--- src/rtl/midi_pkg.sv ---
// ============================================================================
// Module   : midi_pkg
// Purpose  : Shared types, status constants and helpers for the MIDI decoder.
// Revision : 1.0 - initial release
// ============================================================================
`default_nettype none

package midi_pkg;

   typedef enum logic [2:0] {
      EVT_NOTE_OFF = 3'd0,
      EVT_NOTE_ON  = 3'd1,
      EVT_POLY_AT  = 3'd2,
      EVT_CC       = 3'd3,
      EVT_PROGRAM  = 3'd4,
      EVT_CHAN_AT  = 3'd5,
      EVT_PBEND    = 3'd6,
      EVT_RSVD     = 3'd7
   } evt_type_t;

   localparam logic [7:0] ST_NOTE_OFF = 8'h80;
   localparam logic [7:0] ST_NOTE_ON  = 8'h90;
   localparam logic [7:0] ST_POLY_AT  = 8'hA0;
   localparam logic [7:0] ST_CC       = 8'hB0;
   localparam logic [7:0] ST_PROGRAM  = 8'hC0;
   localparam logic [7:0] ST_CHAN_AT  = 8'hD0;
   localparam logic [7:0] ST_PBEND    = 8'hE0;
   localparam logic [7:0] ST_SYSEX    = 8'hF0;
   localparam logic [7:0] ST_EOX      = 8'hF7;
   localparam logic [7:0] RT_MIN      = 8'hF8;

   typedef enum logic [1:0] {
      PS_IDLE    = 2'd0,
      PS_WAIT_D1 = 2'd1,
      PS_WAIT_D2 = 2'd2,
      PS_SYSEX   = 2'd3
   } parser_state_t;

   typedef struct packed {
      evt_type_t  etype;
      logic [3:0] chan;
      logic [6:0] d1;
      logic [6:0] d2;
   } midi_evt_t;

   // Program change and channel aftertouch carry a single data byte.
   function automatic logic one_data(input logic [3:0] hi);
      return ({hi, 4'h0} == ST_PROGRAM) || ({hi, 4'h0} == ST_CHAN_AT);
   endfunction

   function automatic midi_evt_t make_evt(input logic [7:0] status,
                                          input logic [6:0] d1,
                                          input logic [6:0] d2);
      midi_evt_t e;
      e.chan = status[3:0];
      e.d1   = d1;
      e.d2   = d2;
      case ({status[7:4], 4'h0})
         ST_NOTE_OFF: e.etype = EVT_NOTE_OFF;
         ST_NOTE_ON:  e.etype = (d2 == 7'd0) ? EVT_NOTE_OFF : EVT_NOTE_ON;
         ST_POLY_AT:  e.etype = EVT_POLY_AT;
         ST_CC:       e.etype = EVT_CC;
         ST_PROGRAM:  e.etype = EVT_PROGRAM;
         ST_CHAN_AT:  e.etype = EVT_CHAN_AT;
         ST_PBEND:    e.etype = EVT_PBEND;
         default:     e.etype = EVT_RSVD;
      endcase
      return e;
   endfunction

endpackage

`default_nettype wire

--- src/rtl/midi_evt_fifo.sv ---
// ============================================================================
// Module   : midi_evt_fifo
// Purpose  : First-word fall-through event FIFO with sticky overflow flag.
// Revision : 1.0 - initial release
// ============================================================================
`default_nettype none

module midi_evt_fifo #(
   parameter int DEPTH = 4,
   parameter int WIDTH = 21
) (
   input  logic             clk,
   input  logic             rst,
   input  logic             i_push,
   input  logic [WIDTH-1:0] i_din,
   input  logic             i_pop,
   output logic [WIDTH-1:0] o_dout,
   output logic             o_valid,
   input  logic             i_ovf_clr,
   output logic             o_ovf_flag
);

   localparam int c_ptr_w = $clog2(DEPTH);

   logic [WIDTH-1:0] r_mem [DEPTH];
   logic [c_ptr_w:0] r_wr;
   logic [c_ptr_w:0] r_rd;
   logic             r_ovf;

   logic w_empty;
   logic w_full;
   logic w_pop;
   logic w_push;
   logic w_drop;

   // Extra pointer bit distinguishes full from empty when the indices match.
   assign w_empty = (r_wr == r_rd);
   assign w_full  = (r_wr[c_ptr_w] != r_rd[c_ptr_w]) &&
                    (r_wr[c_ptr_w-1:0] == r_rd[c_ptr_w-1:0]);
   assign w_pop   = i_pop & ~w_empty;
   assign w_push  = i_push & (~w_full | w_pop);
   assign w_drop  = i_push & w_full & ~w_pop;

   always_ff @(posedge clk) begin
      if (rst) begin
         r_wr  <= '0;
         r_rd  <= '0;
         r_ovf <= 1'b0;
      end else begin
         if (w_push) r_wr <= r_wr + 1'b1;
         if (w_pop)  r_rd <= r_rd + 1'b1;
         if (w_drop)
            r_ovf <= 1'b1;
         else if (i_ovf_clr)
            r_ovf <= 1'b0;
      end
   end

   always_ff @(posedge clk) begin
      if (w_push && !rst) r_mem[r_wr[c_ptr_w-1:0]] <= i_din;
   end

   assign o_dout     = w_empty ? '0 : r_mem[r_rd[c_ptr_w-1:0]];
   assign o_valid    = ~w_empty;
   assign o_ovf_flag = r_ovf;

endmodule

`default_nettype wire

--- src/rtl/midi_msg_decoder.sv ---
// ============================================================================
// Module   : midi_msg_decoder
// Purpose  : Assembles MIDI channel-voice events from UART bytes into a FIFO.
//            Define MIDI_CHAN_FILTER_EN to add rx_chan/omni channel filtering.
// Revision : 1.0 - initial release
// ============================================================================
`default_nettype none

module midi_msg_decoder
   import midi_pkg::*;
#(
   parameter int FIFO_DEPTH  = 4,
   parameter int SYNC_STAGES = 2
) (
   input  logic       reg_clk,
   input  logic       reset_reg,
   input  logic       byteready,
   input  logic [7:0] midi_in_data,
`ifdef MIDI_CHAN_FILTER_EN
   input  logic [3:0] rx_chan,
   input  logic       omni,
`endif
   output logic       evt_valid,
   input  logic       evt_ready,
   output logic [2:0] evt_type,
   output logic [3:0] evt_chan,
   output logic [6:0] evt_d1,
   output logic [6:0] evt_d2,
   output logic       ovf_flag,
   input  logic       ovf_clr,
   output logic       sysex_active
);

   logic [SYNC_STAGES-1:0] r_sync;
   logic                   r_sync_q;
   logic [7:0]             r_byte;
   logic                   r_byte_v;
   logic                   w_rise;

   parser_state_t r_state;
   parser_state_t w_state_nxt;
   logic [7:0]    r_run;
   logic [7:0]    w_run_nxt;
   logic [6:0]    r_d1;
   logic [6:0]    w_d1_nxt;
   logic          r_emit;
   logic          w_emit;
   midi_evt_t     r_evt;
   midi_evt_t     w_evt;
   midi_evt_t     w_head;
   logic          w_chan_ok;

   assign w_rise = r_sync[SYNC_STAGES-1] & ~r_sync_q;

   always_ff @(posedge reg_clk) begin
      if (reset_reg) begin
         r_sync   <= '0;
         r_sync_q <= 1'b0;
         r_byte   <= '0;
         r_byte_v <= 1'b0;
      end else begin
         r_sync   <= {r_sync[SYNC_STAGES-2:0], byteready};
         r_sync_q <= r_sync[SYNC_STAGES-1];
         r_byte_v <= w_rise;
         if (w_rise) r_byte <= midi_in_data;
      end
   end

`ifdef MIDI_CHAN_FILTER_EN
   assign w_chan_ok = omni | (w_evt.chan == rx_chan);
`else
   assign w_chan_ok = 1'b1;
`endif

   always_ff @(posedge reg_clk) begin
      if (reset_reg) begin
         r_state <= PS_IDLE;
         r_run   <= '0;
         r_d1    <= '0;
         r_emit  <= 1'b0;
         r_evt   <= '0;
      end else begin
         r_state <= w_state_nxt;
         r_run   <= w_run_nxt;
         r_d1    <= w_d1_nxt;
         r_emit  <= w_emit & w_chan_ok;
         r_evt   <= w_evt;
      end
   end

   // r_run[7] doubles as the running-status valid bit: status bytes always have it set.
   always_comb begin
      w_state_nxt = r_state;
      w_run_nxt   = r_run;
      w_d1_nxt    = r_d1;
      w_emit      = 1'b0;
      w_evt       = '0;
      if (r_byte_v) begin
         if (r_byte >= RT_MIN) begin
            w_state_nxt = r_state;
         end else if (r_byte[7]) begin
            if (r_byte < ST_SYSEX) begin
               w_run_nxt   = r_byte;
               w_state_nxt = PS_WAIT_D1;
            end else if (r_byte == ST_SYSEX) begin
               w_run_nxt   = '0;
               w_state_nxt = PS_SYSEX;
            end else if (r_byte == ST_EOX) begin
               if (r_state == PS_SYSEX) w_state_nxt = PS_IDLE;
            end else begin
               w_run_nxt   = '0;
               w_state_nxt = PS_IDLE;
            end
         end else begin
            case (r_state)
               PS_IDLE, PS_WAIT_D1: begin
                  if (r_state == PS_WAIT_D1 || r_run[7]) begin
                     if (one_data(r_run[7:4])) begin
                        w_emit      = 1'b1;
                        w_evt       = make_evt(r_run, r_byte[6:0], 7'd0);
                        w_state_nxt = PS_WAIT_D1;
                     end else begin
                        w_d1_nxt    = r_byte[6:0];
                        w_state_nxt = PS_WAIT_D2;
                     end
                  end
               end
               PS_WAIT_D2: begin
                  w_emit      = 1'b1;
                  w_evt       = make_evt(r_run, r_d1, r_byte[6:0]);
                  w_state_nxt = PS_WAIT_D1;
               end
               default: w_state_nxt = r_state;
            endcase
         end
      end
   end

   always_comb begin
      sysex_active = (r_state == PS_SYSEX);
   end

   midi_evt_fifo #(
      .DEPTH (FIFO_DEPTH),
      .WIDTH ($bits(midi_evt_t))
   ) u_fifo (
      .clk        (reg_clk),
      .rst        (reset_reg),
      .i_push     (r_emit),
      .i_din      (r_evt),
      .i_pop      (evt_ready),
      .o_dout     (w_head),
      .o_valid    (evt_valid),
      .i_ovf_clr  (ovf_clr),
      .o_ovf_flag (ovf_flag)
   );

   assign evt_type = w_head.etype;
   assign evt_chan = w_head.chan;
   assign evt_d1   = w_head.d1;
   assign evt_d2   = w_head.d2;

endmodule

`default_nettype wire

--- config.mk ---
export PLATFORM = sky130hd
export DESIGN_NAME = midi_msg_decoder
export DESIGN_NICKNAME = d
export VERILOG_FILES = /design/src/rtl/midi_pkg.sv /design/src/rtl/midi_evt_fifo.sv /design/src/rtl/midi_msg_decoder.sv
export SDC_FILE = /design/constraint.sdc
export NUM_CORES = 1
export LEC_CHECK = 0
export CAP_MARGIN = 5
export CORE_MARGIN = 2
export CORE_UTILIZATION = 35
export CTS_CLUSTER_SIZE = 30
export DETAILED_ROUTE_END_ITERATION = 10
export GPL_TIMING_DRIVEN = 0
export PLACE_DENSITY = 0.59
export SYNTH_ARGS = -nofsm -noshare
export SYNTH_HDL_FRONTEND = slang
export SYNTH_SLANG_ARGS = --single-unit
export TNS_END_PERCENT = 50
--- constraint.sdc ---
create_clock -name reg_clk -period 4.8 [get_ports reg_clk]
set_input_delay 1.44 -clock reg_clk [delete_from_list [all_inputs] [get_ports reg_clk]]
set_output_delay 1.44 -clock reg_clk [all_outputs]
set_load 0.1 [all_outputs]
==> impl_metrics.py <==
metrics = {
    "route": {
        "wl_per_cell_um": 15.86,
        "route.detailed.drc": 0,
        "routed_wirelength_um": 10120,
        "vias": 3028,
        "antenna_left": 0,
        "drt_iter0_markers": 248,
        "first_pass_iters": 4,
        "via_per_inst": 4.746,
    },
    "die": {
        "die-height_um": 129.1,
        "start_util": 0.3591,
        "die_x_um": 129.1,
        "rows": 45,
        "core-area_um2": 15260,
        "boundaryPins": 37,
        "fp.dieArea_um2": 16670,
    },
    "power": {
        "ir_drop_mv": 0.1435,
        "power_frac_comb": 0.012,
        "sw_frac_of_total": 0.1868,
        "power_switching_uw": 485.0,
        "p_int_mw": 2.111,
        "power_mw": 2.596,
        "p_clk_frac": 0.486,
        "power_per_cell_area_nw_per_um2": 385.1,
        "p_seq_frac": 0.502,
        "p_leak_nw": 2.712,
    },
    "sta": {
        "grt_setup_unrepaired": "no",
        "timing.fmax_mhz": 227.3,
        "setup_viol": 0,
        "holdWs_ps": 423.2,
        "clock_skew_ps": 6.820,
        "period_minus_slack_ps": 4399,
        "hold_viol_final": 0,
        "relSlewSlack": 0.2196,
        "report.final.slew_viol_count": 0,
        "finalCritPeriodShare": 0.9164,
        "worst_pin_slew_ps": 1171,
    },
    "yosys": {
        "seq_area_frac_synth": 0.6796,
        "synth-seq-cells": 144,
        "async_flop_share": 0,
        "syn-num-nets": 376,
        "synth_cell_types": 45,
        "yosys_warnings": 0,
        "avgSynthCellArea_um2": 15.30,
        "netlist_instances": 358,
        "synth_flop_cell": "edfxtp_1",
        "synth_edf_count": 84,
        "synth_area_um2": 5479,
    },
    "cts": {
        "cts.clk_slew.worst_paths_ps": 50,
        "cts_made_buffers": 17,
        "clockBufferDepth": 2,
        "clk_latency_ps": 420,
        "numClockSinks": 144,
        "cts_hold_buf": 0,
        "cts_tree": "built",
        "htreeDepth": 4,
        "root_buffer": "clkbuf_16",
    },
    "placement": {
        "portBuffers": 35,
        "dpl-instance-area_um2": 6121,
        "hpwl_um": 6550,
        "place_congestion": 0.8404,
        "dp.cells": 606,
    },
    "setup_path": {
        "r2r-end": "u_fifo.r_mem[0][4]",
        "rrSetupSlack_ps": 2310,
        "cp_data_required_time_ps": 3360,
        "worstPathCellList": "clkbuf_1 -> mux4_2 -> nor2b_1 -> clkdlybuf4s50_1",
        "critPathLaunchType": "flop",
        "reg2reg_from": "u_fifo.r_wr[0]",
        "end_kind": "output port",
        "cpPeakStageDelay_ps": 1160,
        "path_class": "flop to output port",
        "cp.arrival_ps": 2960,
        "reg2reg_depth": 4,
        "crit_path_max_fanout": 10,
        "slowest_stage": "clkdlybuf4s50_1",
    },
    "finish": {
        "final_common_cell": "edfxtp_1",
        "nets": 432,
        "final_cells": 638,
        "layout_common_cells": "edfxtp_1 (84), dfxtp_1 (60), nor2_1 (36), nor2b_1 (29), mux4_2 (21)",
        "final_core_util": 0.4418,
        "stdcell_area_um2": 6741,
        "diodes": 0,
        "syn2layout_area_growth_pct": 23.04,
        "drive_gt1_frac": 0.1522,
    },
    "run": {
        "maxCapViolations": 0,
    },
    "global_route": {
        "grtUsageTotal": 0.1329,
        "first_global_vias": 3022,
        "grt_overflow": 0,
        "grt_max_degree": 22,
        "grt_pass1_wl_um": 16270,
        "grt_antenna_before_repair": 0,
    },
    "hold_path": {
        "min_path_type": "flop to flop",
        "holdPathStages": 1,
        "holdPathEnd": "r_byte_v",
        "hp-start": "r_sync_q",
    },
    "run_status": {
        "outcome": "complete, no violations",
    },
}
-- stage by stage --
stage	TNS (ps)	setup slack (ps)
final	0	401.1
after global routing	0	226.8
after CTS	0	64.86
after detailed placement	0	512.3
after global placement	-10670	-509.7
after floorplan	0	915.9
-- logic make-up after synthesis --
logic type | after synthesis | share of synthesized area
AO/OA/AOI/OAI | 35 | 0.04910
XOR/XNOR | 7 | 0.01256
adder cells (fa/ha/maj) | 5 | 0.01142
buffers and inverters | 22 | 0.01895
flip-flops | 144 | 0.6796
multiplexers | 38 | 0.1174
AND/OR/NAND/NOR | 107 | 0.1110
-- state kept, by name, indices dropped and copies added (netlist names), 2 cells and up, named ones only --
register,flops
r_sync,2
r_evt,21
r_run,8
r_d1,7
u_fifo.r_mem,84
r_state,2
u_fifo.r_wr,3
r_byte,8
u_fifo.r_rd,3
-- critical path, delay by kind of cell, from the launching register on --
kind	cells	cell delay [ps]
AND/OR/NAND/NOR	1	180
buffers and inverters	2	1670
flip-flops	1	380
multiplexers	1	310
-- worst max-delay path by stage --
stage                         from  depth (start not counted)                  end  slack [ps]
global placement         evt_ready                          3  u_fifo.r_mem[3][12]        -510
detailed placement  u_fifo.r_wr[1]                          5            evt_d2[6]         510
finish                        flop                          4            evt_d1[1]         400
floorplan           u_fifo.r_wr[0]                          4          evt_chan[0]         920
global route                  flop                          4            evt_d1[1]         230
CTS                 u_fifo.r_wr[1]                          5            evt_d2[6]          60
-- Yosys cell counts (3+ instances only) --
master / instances / area [um^2]
edfxtp_1: 84 / 2522
dfxtp_1: 60 / 1201
nor2_1: 36 / 135.1
nor2b_1: 29 / 181.4
mux4_2: 21 / 473.0
mux2i_1: 17 / 170.2
clkbuf_1: 11 / 41.29
and3_1: 8 / 50.05
a21oi_1: 7 / 35.03
a22oi_1: 7 / 52.55
and2_1: 7 / 43.79
a22o_1: 6 / 52.55
inv_1: 6 / 22.52
ha_1: 5 / 62.56
o21ai_0: 5 / 25.02
nor3_1: 4 / 20.02
nor4_1: 4 / 25.02
xor2_1: 4 / 35.03
buf_2: 3 / 15.01
nand2_1: 3 / 11.26
-- routing by layer --
metal | wire length [um] | track usage | vias to the layer above
met4 | 228 | 0.06138 | 0
met1 | 4765 | 0.1770 | 1457
met5 | 0 | 0 | -
met3 | 569 | 0.04377 | 19
met2 | 4555 | 0.1978 | 92
li1 | - | - | 1460
-- what timing repair did --
action	CTS	global route
endpoints found under the setup margin	0	20
resized for setup	0	20
buffers inserted	0	0
-- final cells by class --
cell class	count	area (um^2)
buffer	16	81.33
multi-input combinational	192	1657
fill	1367	8517
timing repair buffer	37	422.9
clock inverter	8	88.84
inverter	6	22.52
tap	211	264.0
sequential	144	3724
clock buffer	24	481.7
-- power groups by stage --
| stage | clock [mW] | combinational (mW) | sequential [mW] |
|---|---|---|---|
| after floorplan | 0 | 0.0167 | 1.33 |
| after CTS | 1.28 | 0.0316 | 1.30 |
| final | 1.26 | 0.0312 | 1.30 |
| after global routing | 1.34 | 0.0342 | 1.30 |
| after global placement | 0 | 0.0311 | 1.33 |
| after detailed placement | 0 | 0.0315 | 1.33 |
Power figures use the tool's default switching activity.
